--- src/rtl/wb_intercon_rr_pkg.sv ---
// Shared types and helpers for the round-robin Wishbone interconnect.
// Holds FSM encodings, size limits and the counter-width helper.
package wb_intercon_rr_pkg;

  localparam int MAX_MASTERS = 8;
  localparam int MAX_SLAVES  = 16;

  typedef enum logic [0:0] {
    ST_IDLE  = 1'b0,
    ST_OWNED = 1'b1
  } arb_state_t;

  function automatic int clog2w(input int n);
    return (n <= 1) ? 1 : $clog2(n);
  endfunction

endpackage

--- src/rtl/wb_rr_arbiter.sv ---
// Registered round-robin arbiter with cycle ownership.
// The owner keeps the bus until it drops cyc; the pointer then moves past it.
module wb_rr_arbiter
  import wb_intercon_rr_pkg::*;
#(
  parameter int NUM_MASTERS = 2
) (
  input  logic                   clk,
  input  logic                   reset,
  input  logic [NUM_MASTERS-1:0] req,
  input  logic                   drop,
  output logic [NUM_MASTERS-1:0] grant
);

  localparam int IW = clog2w(NUM_MASTERS);

  arb_state_t             state;
  arb_state_t             state_n;
  logic [NUM_MASTERS-1:0] grant_n;
  logic [NUM_MASTERS-1:0] pick;
  logic [IW-1:0]          ptr;
  logic [IW-1:0]          ptr_n;
  logic [IW-1:0]          owner;
  logic [IW-1:0]          after;
  logic [IW-1:0]          j;
  logic                   found;

  // first requester at or after the pointer, wrapping
  always_comb begin
    pick  = '0;
    found = 1'b0;
    j     = '0;
    for (int i = 0; i < NUM_MASTERS; i++) begin
      j = IW'((int'(ptr) + i) % NUM_MASTERS);
      if (!found && req[j]) begin
        found   = 1'b1;
        pick[j] = 1'b1;
      end
    end
  end

  always_comb begin
    owner = '0;
    for (int i = 0; i < NUM_MASTERS; i++)
      if (grant[i]) owner = IW'(i);
  end

  assign after = (int'(owner) == NUM_MASTERS - 1) ? '0 : owner + IW'(1);

  always_ff @(posedge clk or posedge reset) begin
    if (reset) begin
      state <= ST_IDLE;
      grant <= '0;
      ptr   <= '0;
    end else begin
      state <= state_n;
      grant <= grant_n;
      ptr   <= ptr_n;
    end
  end

  always_comb begin
    state_n = state;
    grant_n = grant;
    ptr_n   = ptr;
    unique case (state)
      ST_IDLE: begin
        if (found) begin
          state_n = ST_OWNED;
          grant_n = pick;
        end
      end
      ST_OWNED: begin
        if (drop) begin
          state_n = ST_IDLE;
          grant_n = '0;
          ptr_n   = after;
        end
      end
      default: state_n = ST_IDLE;
    endcase
  end

endmodule

--- src/rtl/wb_intercon_rr.sv ---
// Shared-bus Wishbone interconnect: round-robin arbitration, base/mask
// decode, unmapped-address error responder and bus-timeout watchdog.
module wb_intercon_rr
  import wb_intercon_rr_pkg::*;
#(
  parameter int                         NUM_MASTERS    = 2,
  parameter int                         NUM_SLAVES     = 4,
  parameter logic [32*NUM_SLAVES-1:0]   SLAVE_BASE     = {NUM_SLAVES{32'h0}},
  parameter logic [32*NUM_SLAVES-1:0]   SLAVE_MASK     = {NUM_SLAVES{32'hF0000000}},
  parameter int                         TIMEOUT_CYCLES = 255
) (
  input  logic                      clk,
  input  logic                      reset,
  input  logic [32*NUM_MASTERS-1:0] m_adr_i,
  input  logic [32*NUM_MASTERS-1:0] m_dat_i,
  input  logic [4*NUM_MASTERS-1:0]  m_sel_i,
  input  logic [NUM_MASTERS-1:0]    m_we_i,
  input  logic [NUM_MASTERS-1:0]    m_cyc_i,
  input  logic [NUM_MASTERS-1:0]    m_stb_i,
  output logic [31:0]               m_dat_o,
  output logic [NUM_MASTERS-1:0]    m_ack_o,
  output logic [NUM_MASTERS-1:0]    m_err_o,
  output logic [NUM_MASTERS-1:0]    m_rty_o,
  output logic [31:0]               s_adr_o,
  output logic [31:0]               s_dat_o,
  output logic [3:0]                s_sel_o,
  output logic                      s_we_o,
  output logic [NUM_SLAVES-1:0]     s_cyc_o,
  output logic [NUM_SLAVES-1:0]     s_stb_o,
  input  logic [32*NUM_SLAVES-1:0]  s_dat_i,
  input  logic [NUM_SLAVES-1:0]     s_ack_i,
  input  logic [NUM_SLAVES-1:0]     s_err_i,
  input  logic [NUM_SLAVES-1:0]     s_rty_i,
  output logic [NUM_MASTERS-1:0]    grant_o,
  output logic                      timeout_o
);

  localparam int MW = clog2w(NUM_MASTERS);
  localparam int SW = clog2w(NUM_SLAVES);
  localparam int CW = clog2w(TIMEOUT_CYCLES + 1);
  localparam logic          WD_EN = (TIMEOUT_CYCLES > 0);
  localparam logic [CW-1:0] LIMIT =
    CW'((TIMEOUT_CYCLES > 0) ? TIMEOUT_CYCLES - 1 : 0);
  localparam logic [CW-1:0] CMAX  = '1;

  logic [NUM_MASTERS-1:0] grant;
  logic [MW-1:0]          oidx;
  logic                   ovalid;
  logic                   own_cyc;
  logic                   own_stb;
  logic                   drop;
  logic [NUM_SLAVES-1:0]  sel_oh;
  logic [SW-1:0]          sidx;
  logic                   hit;
  logic                   sack;
  logic                   serr;
  logic                   srty;
  logic                   ue_q;
  logic                   ue_err;
  logic                   stall;
  logic                   wd_fire;
  logic [CW-1:0]          cnt;

  assign drop = ~|(m_cyc_i & grant);

  wb_rr_arbiter #(
    .NUM_MASTERS(NUM_MASTERS)
  ) u_arb (
    .clk  (clk),
    .reset(reset),
    .req  (m_cyc_i),
    .drop (drop),
    .grant(grant)
  );

  always_comb begin
    oidx = '0;
    for (int i = 0; i < NUM_MASTERS; i++)
      if (grant[i]) oidx = MW'(i);
  end

  assign ovalid  = |grant;
  assign own_cyc = ovalid & m_cyc_i[oidx];
  assign own_stb = ovalid & m_stb_i[oidx];

  assign s_adr_o = ovalid ? m_adr_i[32*oidx +: 32] : '0;
  assign s_dat_o = ovalid ? m_dat_i[32*oidx +: 32] : '0;
  assign s_sel_o = ovalid ? m_sel_i[4*oidx +: 4] : '0;
  assign s_we_o  = ovalid & m_we_i[oidx];

  // descending scan so the lowest matching index wins
  always_comb begin
    hit    = 1'b0;
    sidx   = '0;
    sel_oh = '0;
    for (int i = NUM_SLAVES - 1; i >= 0; i--) begin
      if (ovalid && ((s_adr_o & SLAVE_MASK[32*i +: 32]) ==
                     (SLAVE_BASE[32*i +: 32] & SLAVE_MASK[32*i +: 32]))) begin
        hit       = 1'b1;
        sidx      = SW'(i);
        sel_oh    = '0;
        sel_oh[i] = 1'b1;
      end
    end
  end

  assign sack    = hit & s_ack_i[sidx];
  assign serr    = hit & s_err_i[sidx];
  assign srty    = hit & s_rty_i[sidx];
  assign m_dat_o = hit ? s_dat_i[32*sidx +: 32] : '0;

  assign ue_err  = ue_q & own_cyc & own_stb & ~hit;
  assign stall   = own_cyc & own_stb & ~(sack | serr | srty | ue_err);
  assign wd_fire = WD_EN & stall & (cnt == LIMIT);

  assign s_cyc_o   = own_cyc ? sel_oh : '0;
  assign s_stb_o   = (own_cyc & own_stb & ~wd_fire) ? sel_oh : '0;
  assign m_ack_o   = sack ? grant : '0;
  assign m_err_o   = (serr | ue_err | wd_fire) ? grant : '0;
  assign m_rty_o   = srty ? grant : '0;
  assign grant_o   = grant;
  assign timeout_o = wd_fire;

  // responder pulse cannot repeat back-to-back; counter saturates
  always_ff @(posedge clk or posedge reset) begin
    if (reset) begin
      ue_q <= 1'b0;
      cnt  <= '0;
    end else begin
      ue_q <= own_cyc & own_stb & ~hit & ~ue_q;
      if (!stall || wd_fire)
        cnt <= '0;
      else if (cnt != CMAX)
        cnt <= cnt + CW'(1);
    end
  end

endmodule

--- config.mk ---
export PLATFORM = sky130hd
export DESIGN_NAME = wb_intercon_rr
export DESIGN_NICKNAME = d
export VERILOG_FILES = /design/src/rtl/wb_intercon_rr_pkg.sv /design/src/rtl/wb_rr_arbiter.sv /design/src/rtl/wb_intercon_rr.sv
export SDC_FILE = /design/constraint.sdc
export NUM_CORES = 1
export LEC_CHECK = 0
export CORE_AREA = 2 2 157 159
export CTS_BUF_LIST = sky130_fd_sc_hd__clkbuf_8
export CTS_CLUSTER_SIZE = 24
export DETAILED_ROUTE_END_ITERATION = 16
export DIE_AREA = 0 0 159 161
export GPL_TIMING_DRIVEN = 0
export PLACE_DENSITY_LB_ADDON = 0.1
export SETUP_SLACK_MARGIN = 0.1
export SLEW_MARGIN = 40
export SYNTH_ARGS = -nofsm -noshare
export SYNTH_HDL_FRONTEND = slang
export SYNTH_SLANG_ARGS = --single-unit
export TNS_END_PERCENT = 20
--- constraint.sdc ---
create_clock -name clk -period 4.5 [get_ports clk]
set_clock_uncertainty 0.1 [all_clocks]
set_input_delay 0.9 -clock clk [delete_from_list [all_inputs] [get_ports clk]]
set_output_delay 0.9 -clock clk [all_outputs]
set_load 0.03 [all_outputs]
==> results <==
[power by group through the flow]
stage / clock, mW / combinational (mW) / sequential, mW
5_1_grt: 0.119 / 2.39 / 0.163
2_1_floorplan: 0 / 1.28 / 0.165
6_report: 0.105 / 2.26 / 0.159
4_1_cts: 0.113 / 2.30 / 0.159
3_3_place_gp: 0 / 2.29 / 0.162
3_5_place_dp: 0 / 2.29 / 0.162
[worst max-delay path, cell delays in order]
cell and delay, ns:
sky130_fd_sc_hd__clkdlybuf4s50_1 0.47, sky130_fd_sc_hd__nor4_4 0.45, sky130_fd_sc_hd__a22oi_4 0.20, sky130_fd_sc_hd__clkbuf_1 0.31, sky130_fd_sc_hd__nor3b_1 0.25, sky130_fd_sc_hd__clkdlybuf4s50_1 0.71
[stage by stage]
stage	util (%)	area [µm²]	setup TNS, ns	total power [mW]	worst slack, ns
5_1_grt	21.8	5230	0	2.67	0.0171
3_5_place_dp	21.5	5160	-0.380	2.45	-0.134
2_1_floorplan	-	1860	0	1.44	1.11
4_1_cts	21.8	5220	0	2.57	0.0867
6_report	21.8	5230	0	2.52	0.204
3_3_place_gp	21.5	5160	-0.234	2.45	-0.0866
[cell usage in the layout (no fill, tap or decap), types with 6 or more instances in the layout]
cell type / synthesis / routed
sky130_fd_sc_hd__inv_1: 5 / 6
sky130_fd_sc_hd__buf_4: 8 / 8
sky130_fd_sc_hd__o21ai_0: 8 / 8
sky130_fd_sc_hd__conb_1: 1 / 6
sky130_fd_sc_hd__clkbuf_1: 15 / 15
sky130_fd_sc_hd__nand2_1: 9 / 9
sky130_fd_sc_hd__a22o_1: 70 / 70
sky130_fd_sc_hd__dfrtp_1: 13 / 13
sky130_fd_sc_hd__nor3_1: 8 / 8
sky130_fd_sc_hd__clkdlybuf4s50_1: 0 / 286
sky130_fd_sc_hd__nor2b_1: 34 / 34
[sequential cells by signal (all words and copies together) (netlist names)]
| register | cells |
|---|---|
| u_arb.ptr | 1 |
| ue_q | 1 |
| cnt | 8 |
| u_arb.state | 1 |
| u_arb.grant | 2 |
[repair_timing]
action	in CTS	in global routing
hold buffers	0	0
gates resized for setup	4	2
setup endpoints to repair	12	4
buffers inserted	0	0
[layer usage]
metal  track usage (%)  vias to the layer above  part of all wire, %
li1                  -                     1470                    -
met1              12.0                     1404                   41
met2              19.5                      177                   51
met3              3.13                        2                  8.3
met4             0.496                        0                 0.13
met5                 0                        -                    0
[logic make-up (layout without fill, tap and decap cells)]
| group | Yosys count | in the layout |
|---|---|---|
| and+or+nand+nor | 78 | 78 |
| DFF | 13 | 13 |
| muxes | 1 | 1 |
| xor gates and xnor gates | 3 | 3 |
| AOI/OAI and AO/OA | 98 | 98 |
| buffers and inverters | 35 | 328 |
| other | 1 | 6 |
| adders and majority gates | 2 | 2 |
[worst min path at each step]
| stage | start | endpoint | cells after the start |
|---|---|---|---|
| floorplan | u_arb.ptr | u_arb.ptr | 1 |
| global placement | u_arb.ptr | u_arb.ptr | 1 |
| detailed placement | u_arb.ptr | u_arb.ptr | 1 |
| CTS | u_arb.ptr | u_arb.ptr | 1 |
| global route | u_arb.ptr | u_arb.ptr | 1 |
| finish | u_arb.ptr | u_arb.ptr | 1 |
[area by class of cell]
class                   instances  area share (%)
flip-flops and latches         13            6.22
clock buffers                   3           0.790
inverters                       5           0.359
well taps                     324            7.75
plain buffers                  30            2.82
multi-input cells             188            26.6
repair buffers                289            55.3
clock inverters                 1          0.0718
==> out/results.ini <==
[outcome]
run_status = finished, final reports clean

[final_layout]
synthToLayoutAreaGrowth_pct = 184
fraction_of_layout_cells_with_a_size_suffix_above_1_pct = 4.16
seq_area_um2 = 325
layout.filler_cells = 2670
finish.cell_count_without_fillers = 853
diodes = 0
multi_input_area_mm2 = 0.00139
finish.net_count = 816

[synthesis]
synth.largest_area_cell = sky130_fd_sc_hd__a22o_1
synthSimpleGateAreaFrac_pct = 25.6
synth-warning-count = 0
syn_area_mm2 = 0.00184
ys_async_sr_fraction_pct = 100
synth_xor_area_share_pct = 1.43
dominant_combinational_cell_family_by_area_after_synthesis = compound AO/OA/AOI/OAI gates
instance_count_of_the_mapped_netlist = 231
post_synthesis_share_of_cell_area_spent_on_full_adders_half_adders_and_majority_gates_pct = 1.36
yosysUniqueCellTypes = 42
synth.ff_latch_count = 13
area_fraction_in_compound_gates_after_synthesis_pct = 43.9
sequential_area_share_after_synthesis_pct = 17.7
synth-edff-count = 0
synth_common_cells = 70 x sky130_fd_sc_hd__a22o_1, 34 x sky130_fd_sc_hd__nor2b_1, 15 x sky130_fd_sc_hd__clkbuf_1
muxShareOfSynthArea_pct = 0.748
yosys-top-cells-area = sky130_fd_sc_hd__a22o_1 33%, sky130_fd_sc_hd__dfrtp_1 18%, sky130_fd_sc_hd__nor2b_1 12%
postSynthAreaPerCell_um2 = 7.96
synthMostInstantiatedCell = sky130_fd_sc_hd__a22o_1
synth-main-ff-cell = sky130_fd_sc_hd__dfrtp_1
synthDominantCellAreaShare_pct = 33.3

[placed_design]
gp_routability_congestion = 0.810
dp_hpwl_um = 12000
placed_cells_incl_taps = 849
io_buffers = 289

[grt]
first_global_vias = 3188
grt_first_pass_wirelength_um = 20600
antenna_found_initial = 0
grt_start_max_net_pins = 14
grt_overflow_total = 0
total_routing_resource_utilization_after_global_routing_pct = 10.3

[worst_setup_path]
worst-r2r-cell-count = 5
worstReg2RegEnd = ue_q
cp-start-kind = primary input
ff2ff_setup_slack_ns = 2.52
critical_path_class = primary input to primary output
crit_start = m_adr_i[28]
critPathCaptureType = primary output
crit_end = m_ack_o[0]
timing.critical_path.arrival_ns = 3.30
worstPathRequired_ns = 3.50
crit_path_max_fanout = 10
r2r_start = u_arb.grant[0]

[floorplanning]
die_height_um = 161
cell_rows = 57
fp.coreArea_mm2 = 0.0240
io-pin-count = 402
dieWidth_um = 159
die_area_mm2 = 0.0256
initial_utilization_pct = 7.68

[power_and_ir_drop]
irDropWorstVdd_mv = 0.194
power.static_leakage_nw = 1.94
p_per_area_mw_per_mm2 = 482
power_report.internal_total_mw = 1.17
share_comb_of_total_power_pct = 89.5
power.share.sequential_pct = 6.3
net-switching-power_mw = 1.36
clock_share_of_power_pct = 4.2
swShare_pct = 53.8

[timing]
timing.max_slew.rel_slack_pct = 56.6
worstMarginPinSlew_ns = 0.650
fmax_mhz = 233
period_minus_slack_ns = 4.30
slew_violations = 0
grt_setup_unrepaired = true
hold_slack_ns = 0.399
total_setup_violations_reported_at_the_end_of_the_flow = 0
final-hold-violation-count = 0
final.period_utilization_pct = 95.5

[detailed_routing]
avgViaCountPerCell = 3.58
routed-via-count = 3053
remaining_drc_errors = 0
drt-pass1-iter-count = 4
totalWireLength_um = 14100
drtIter0Drc = 82
routedWlPerCell_um = 16.6
route.antenna.remaining_nets = 0

[hold_path]
hold_path_class = register to register

[cts]
tritoncts = done
htree_num_levels = 1
cts_root_buffer = sky130_fd_sc_hd__clkbuf_8
clk_pin_slew_ns = 0.06
cts_sink_count = 13
ctsLongestPathBuffers = 2
clock_latency_ns = 0.24
cts-buffers-inserted = 3

[job]
maxCapViolations = 0

(Power assumes the default switching activity.)
